[config.mk]
export PLATFORM = sky130hd
export DESIGN_NAME = rr_arbiter4
export DESIGN_NICKNAME = d
export VERILOG_FILES = /design/src/rtl/rr_arbiter4.sv
export SDC_FILE = /design/constraint.sdc
export NUM_CORES = 1
export LEC_CHECK = 0
export BUFFER_PORTS_ARGS = -buffer_cell sky130_fd_sc_hd__buf_2
export CORE_MARGIN = 4
export CORE_UTILIZATION = 45
export DETAILED_ROUTE_END_ITERATION = 10
export GPL_TIMING_DRIVEN = 0
export HOLD_SLACK_MARGIN = 0.15
export PLACE_DENSITY = 0.66
export SETUP_SLACK_MARGIN = 0.05
export SYNTH_ARGS = -nofsm -noshare
export SYNTH_HDL_FRONTEND = slang
export SYNTH_SLANG_ARGS = --single-unit
export TNS_END_PERCENT = 100
[constraint.sdc]
create_clock -name clk -period 2.35 [get_ports clk]
set_input_delay 0.235 -clock clk [delete_from_list [all_inputs] [get_ports clk]]
set_output_delay 0.235 -clock clk [all_outputs]
set_load 0.02 [all_outputs]
[src/rtl/rr_arbiter4.sv]
// Round-robin arbiter for four requesters with registered one-hot grant,
// encoded grant index and a hold timer that preempts a monopolising owner.
module rr_arbiter4 #(
  parameter int MAX_HOLD = 8,
  parameter int CNT_W    = 4
) (
  input  logic       clk,
  input  logic       rst_n,
  input  logic [3:0] req,
  output logic [3:0] gnt,
  output logic [1:0] gnt_idx,
  output logic       gnt_valid,
  output logic       preempt
);

  typedef enum logic {IDLE = 1'b0, BUSY = 1'b1} state_t;

  localparam logic [CNT_W-1:0] HOLD_LAST = CNT_W'(MAX_HOLD - 1);

  state_t           r_state,    w_next_state;
  logic [1:0]       r_owner,    w_next_owner;
  logic [1:0]       r_ptr,      w_next_ptr;
  logic [CNT_W-1:0] r_hold_cnt, w_next_hold_cnt;
  logic             r_preempt,  w_next_preempt;

  logic [3:0]       w_others;
  logic [2:0]       w_pick_all;
  logic [2:0]       w_pick_oth;

  // Returns {found, index} of the first set bit scanning p, p+1, p+2, p+3 (mod 4).
  function automatic logic [2:0] rr_pick(input logic [3:0] v, input logic [1:0] p);
    logic [2:0] res;
    logic [1:0] idx;
    res = '0;
    for (int k = 3; k >= 0; k--) begin
      idx = p + 2'(k);
      if (v[idx]) res = {1'b1, idx};
    end
    return res;
  endfunction

  assign w_others   = req & ~(4'b0001 << r_owner);
  assign w_pick_all = rr_pick(req, r_ptr);
  assign w_pick_oth = rr_pick(w_others, r_ptr);

  // NOTE: sequential state uses non-blocking assignments so every flop samples
  // pre-edge values regardless of statement order.
  always_ff @(posedge clk or negedge rst_n) begin
    if (!rst_n) begin
      r_state    <= IDLE;
      r_owner    <= 2'd0;
      r_ptr      <= 2'd0;
      r_hold_cnt <= '0;
      r_preempt  <= 1'b0;
    end else begin
      r_state    <= w_next_state;
      r_owner    <= w_next_owner;
      r_ptr      <= w_next_ptr;
      r_hold_cnt <= w_next_hold_cnt;
      r_preempt  <= w_next_preempt;
    end
  end

  // NOTE: every signal gets a default at the top so no path leaves it
  // unassigned and no latch is inferred.
  always_comb begin
    w_next_state    = r_state;
    w_next_owner    = r_owner;
    w_next_ptr      = r_ptr;
    w_next_hold_cnt = r_hold_cnt;
    w_next_preempt  = 1'b0;
    case (r_state)
      IDLE: begin
        if (w_pick_all[2]) begin
          w_next_state    = BUSY;
          w_next_owner    = w_pick_all[1:0];
          w_next_ptr      = w_pick_all[1:0] + 2'd1;
          w_next_hold_cnt = '0;
        end
      end
      BUSY: begin
        if (req[r_owner] && !(r_hold_cnt == HOLD_LAST && w_pick_oth[2])) begin
          if (r_hold_cnt != HOLD_LAST) w_next_hold_cnt = r_hold_cnt + CNT_W'(1);
        end else if (w_pick_oth[2]) begin
          // Owner released or timed out with a competitor waiting: hand over now.
          w_next_owner    = w_pick_oth[1:0];
          w_next_ptr      = w_pick_oth[1:0] + 2'd1;
          w_next_hold_cnt = '0;
          w_next_preempt  = req[r_owner];
        end else begin
          w_next_state    = IDLE;
          w_next_hold_cnt = '0;
        end
      end
      default: w_next_state = IDLE;
    endcase
  end

  // Outputs are pure decodes of flops; gnt_idx keeps the last owner while idle.
  always_comb begin
    gnt            = 4'b0000;
    if (r_state == BUSY) gnt[r_owner] = 1'b1;
    gnt_valid      = (r_state == BUSY);
    gnt_idx        = r_owner;
    preempt        = r_preempt;
  end

endmodule

Word-level counts from Yosys, hierarchy flattened

Index checks and enable logic that the tools add are counted.

Flip-flop bits (word level): 10
Input port bits: 6

$add $sub $neg: 6
Order comparisons: 6
Equal/unequal tests: 6
Shift-type cells: 1
Muxes and demuxes: 48
Bitwise logic cells: 3
Reduce and logical (&&, ||, !) cells: 6

Operator list:

| operator            | count |
|---|---|
| $mux 3              | 8 |
| $bmux 1 s2          | 9 |
| $mux 1              | 16 |
| $mux 4              | 4 |
| $lt 2x3->1 const B  | 5 |
| $mux 2              | 6 |
| $pmux 2 s2          | 2 |
| $pmux 4 s2          | 1 |
| $add 2x1->2 const B | 3 |
| $add 2x2->2 const B | 2 |
| $add 4x1->4 const B | 1 |
| $and 4x4->4         | 1 |
| $eq 4x3->1 const B  | 1 |
| $ne 2x2->1 const B  | 2 |
| $ne 4x3->1 const B  | 1 |
| $not 4->4           | 1 |
| $shl 1x2->4 const A | 1 |
| $logic_and 1x1->1   | 3 |
| $ne 3x2->1 const B  | 1 |
| $reduce_and 3->1    | 1 |
| $demux 1 s2         | 1 |
| $ge 2x1->1 const B  | 1 |
| $ne 2x1->1 const B  | 1 |
| $pmux 1 s2          | 1 |
| 3 further kinds     | 3 |

Depth between registers and ports, before layout

Depth in word-level cells: 14
Mapped depth: 8

Worst setup path after synthesis

No wires, ideal clock.

Path kind: reg2reg
From: reg r_owner[0], in the netlist gnt_idx[0]
To: reg r_ptr[1]
Setup time: 138 ps
Arrival time: 1,795 ps
Required time: 2,212 ps
Slack: 417 ps
Stages on the path, launching flop included: 9
Clock period less this slack: 1,933 ps
Cells stage by stage: dfrtp_1 buf_6 xor2_2 o221ai_2 a31oi_1 o211a_1 nor4_4 xor2_1 mux2i_1

Longest elaborated chain between the ends: 14

Ends and longest elaborated chain:

| what                                                 | line | source |
|---|---|---|
| start, declared                                      | 21   | `logic [1:0] r_owner, w_next_owner;` |
| start signal, assigned                               | 57   | `r_owner <= w_next_owner;` |
| branches (longest 14 deep; another with $add 2x1->2) | -    |  |
| end signal, assigned                                 | 58   | `r_ptr <= w_next_ptr;` |
| end, declared                                        | 22   | `logic [1:0] r_ptr, w_next_ptr;` |

Parallel ways; which one is timed is not known. The select of a mux whose other input is x is not followed.
A chain may end at the register's enable or synchronous reset.

Worst setup path after layout

From: reg r_ptr[0]
To: reg r_ptr[1]

Longest elaborated chain between the ends: 12

Ends and longest elaborated chain:

| what |
|---|
| branches (longest 12 deep; another with $add 2x2->2) |

Parallel ways; which one is timed is not known. The select of a mux whose other input is x is not followed.

==> flow_summary.ini <==
[critical_path]
startpoint = r_ptr[0]
critical_path_class = reg -> reg
cp_max_fo = 10
crit_required_ns = 2.53
start_kind = flip-flop
r2r_start = r_ptr[0]
path_cells = buf_6, inv_2, nor2_1, o2111ai_1, a211oi_1, nor4_4, xor2_1, mux2i_1
cpMaxStageDelayCell = dfrtp_1
end_kind = flip-flop
cp.arrival_ns = 2.23
cpPeakStageDelay_ns = 0.47

[power_and_ir_drop]
power.leakage_nw = 0.4575
power_mw = 1.396
peakVddDrop_mv = 0.8282
power.density_nw_per_um2 = 1376

[layout]
multiInputGateArea_um2 = 563.0
utilization_pct = 56.91
nets = 130
drive_gt1_share_pct = 28.69
fillCellCount = 176
design_area_um2 = 1015
syn2layout_area_growth_pct = 15.04
n_antenna_cell = 0
final-seq-area_um2 = 250.2

[place]
gp_congestion = 0.8503
port_buffers = 11
dp_hpwl_um = 1703
place_area_um2 = 968.4

[global_route]
grt_usage_pct = 17.09
grt_pass1_vias = 792
grt_pass1_wl_um = 3463
grt_max_degree = 11
grt_antenna_before_repair = 0
grt_overflow = 0

[floorplanning]
start_util_pct = 49.47
ios = 14
rows = 15
core_um2 = 1783
die_y_um = 52.28
die-area_um2 = 2733
fp.dieW_um = 52.28

[route]
vias = 891
dr.pass1.iters = 4
wl_per_cell_um = 14.67
remaining_drc_errors = 0
drtAntennaViolNets = 0
viasPerCell = 6.061
drt_iter0_drc = 31
wirelength_um = 2156

[logic_synthesis]
postSynth.asyncResetShare_pct = 100.0
ys_seq_area_share_pct = 28.37
syn_area_um2 = 882.1
synth.avg_cell_area_um2 = 8.322
synth_cells = 106
syn_nets = 113
ys_top_cells_by_area = dfrtp_1, nand2_1, nor2_1
synth_ff_type = dfrtp_1
netlist-cell-type-count = 46
synth_edf_count = 0
yosys-top-cells-count = nand2_1, nor2_1, dfrtp_1
synth_area_leader_cell = dfrtp_1
synth_top_area_share_pct = 28.37
ys_ff_latch = 10
yosys_warnings = 0

[clock_tree]
clk_pin_slew_ns = 0.06
cts_setup_buffers = 0
cts_buffers = 3
clk_path_buf_depth = 2
cts_resized = 0
cts_sinks = 10
cts_tree = built
root_buffer = clkbuf_4
clk_latency_ns = 0.27
h-tree-depth = 1

[sta]
worst_pin_slew_ns = 0.6091
tns_ns = 0
clock_skew_ns = 0.001438
slew_headroom_pct = 59.02
grt_setup_unrepaired = false
fin_crit_sh_pct = 86.95
hold_viol = 0
slew_violations = 0
fmax_ghz = 0.4894
period_minus_slack_ns = 2.043
finalSetupViolCount = 0

[flow_run]
drv_cap = 0

[min_path]
hold_class = in -> async

[status]
status = finished, final reports clean
## power breakdown
group | leakage, nW | switching (mW) | internal, mW
logic | 0.313 | 0.548 | 0.399
registers | 0.123 | 0.0660 | 0.231
clock network | 0.0210 | 0.0588 | 0.0942
## through the flow
step	hold slack, ns	setup slack (ns)	instances
3_5_place_dp	0.1026	0.3350	142
4_1_cts	0.3461	0.2993	147
6_report	0.3550	0.3067	147
5_1_grt	0.3779	0.1824	147
3_3_place_gp	0.1002	0.3760	142
2_1_floorplan	-0.06059	0.4171	106
## final timing paths
path	depth (start not counted)	to	slack, ns
min in group clk	3	gnt_valid	0.41
max in group asynchronous	2	gnt_valid	1.81
setup reg to reg	8	r_ptr[1]	0.31
hold / removal	2	r_ptr[0]	0.35
hold reg to reg	1	r_hold_cnt[0]	0.52
setup / recovery	8	r_ptr[1]	0.31
## cells by family after synthesis
kind of cell | synth area share (%)
compound gates | 29.08
flops | 28.37
simple gates | 25.82
buf+inv | 7.801
xor+xnor | 3.831
fa+ha+maj | 1.418
mux | 3.688
## state kept, by name, summed over array words and instances, names as in the netlist
signal / cells
gnt_valid: 1
preempt: 1
r_hold_cnt: 4
r_ptr: 2
gnt_idx: 2
## layer usage
metal / wire (um) / part of all wire [%] / track usage (%) / up-vias
met2: 1083 / 50 / 28.87 / 21
met5: 0 / 0 / 0 / -
met4: 46 / 2.1 / 7.660 / 0
li1: - / - / - / 425
met1: 960 / 45 / 21.12 / 439
met3: 66 / 3.1 / 2.849 / 6
## critical path, delay by kind of cell (launching register included)
kind | cells | cell delay (ns)
compound gates | 2 | 0.58
flops | 1 | 0.47
simple gates | 2 | 0.30
buf+inv | 2 | 0.26
xor+xnor | 1 | 0.17
mux | 1 | 0.17
## timing repair
action,4_1_cts,5_1_grt
hold endpoints to repair,10,0
endpoints found under the setup margin,0,0
hold buffers,1,0
## area by class of cell
class | count | area share (%)
multi-input cells | 83 | 55.49
inverters | 5 | 1.850
clock buffers | 4 | 3.576
repair buffers | 12 | 6.412
well taps | 25 | 3.083
flip-flops and latches | 10 | 24.66
plain buffers | 8 | 4.932
## placed cells by master, fill, tap and decap left out, types with 2 or more instances in the layout
cell type	n
nand3_1	3
a211oi_1	2
inv_1	4
nand2_1	11
o21ai_0	8
or2_2	3
o22ai_1	2
buf_6	2
and3_1	3
a21oi_1	3
clkbuf_1	2
clkbuf_4	3
nor2_1	11
o221ai_2	2
nor3_1	3
buf_2	15
o2111ai_1	2
a31oi_1	3
dfrtp_1	10
(Power assumes the default switching activity.)
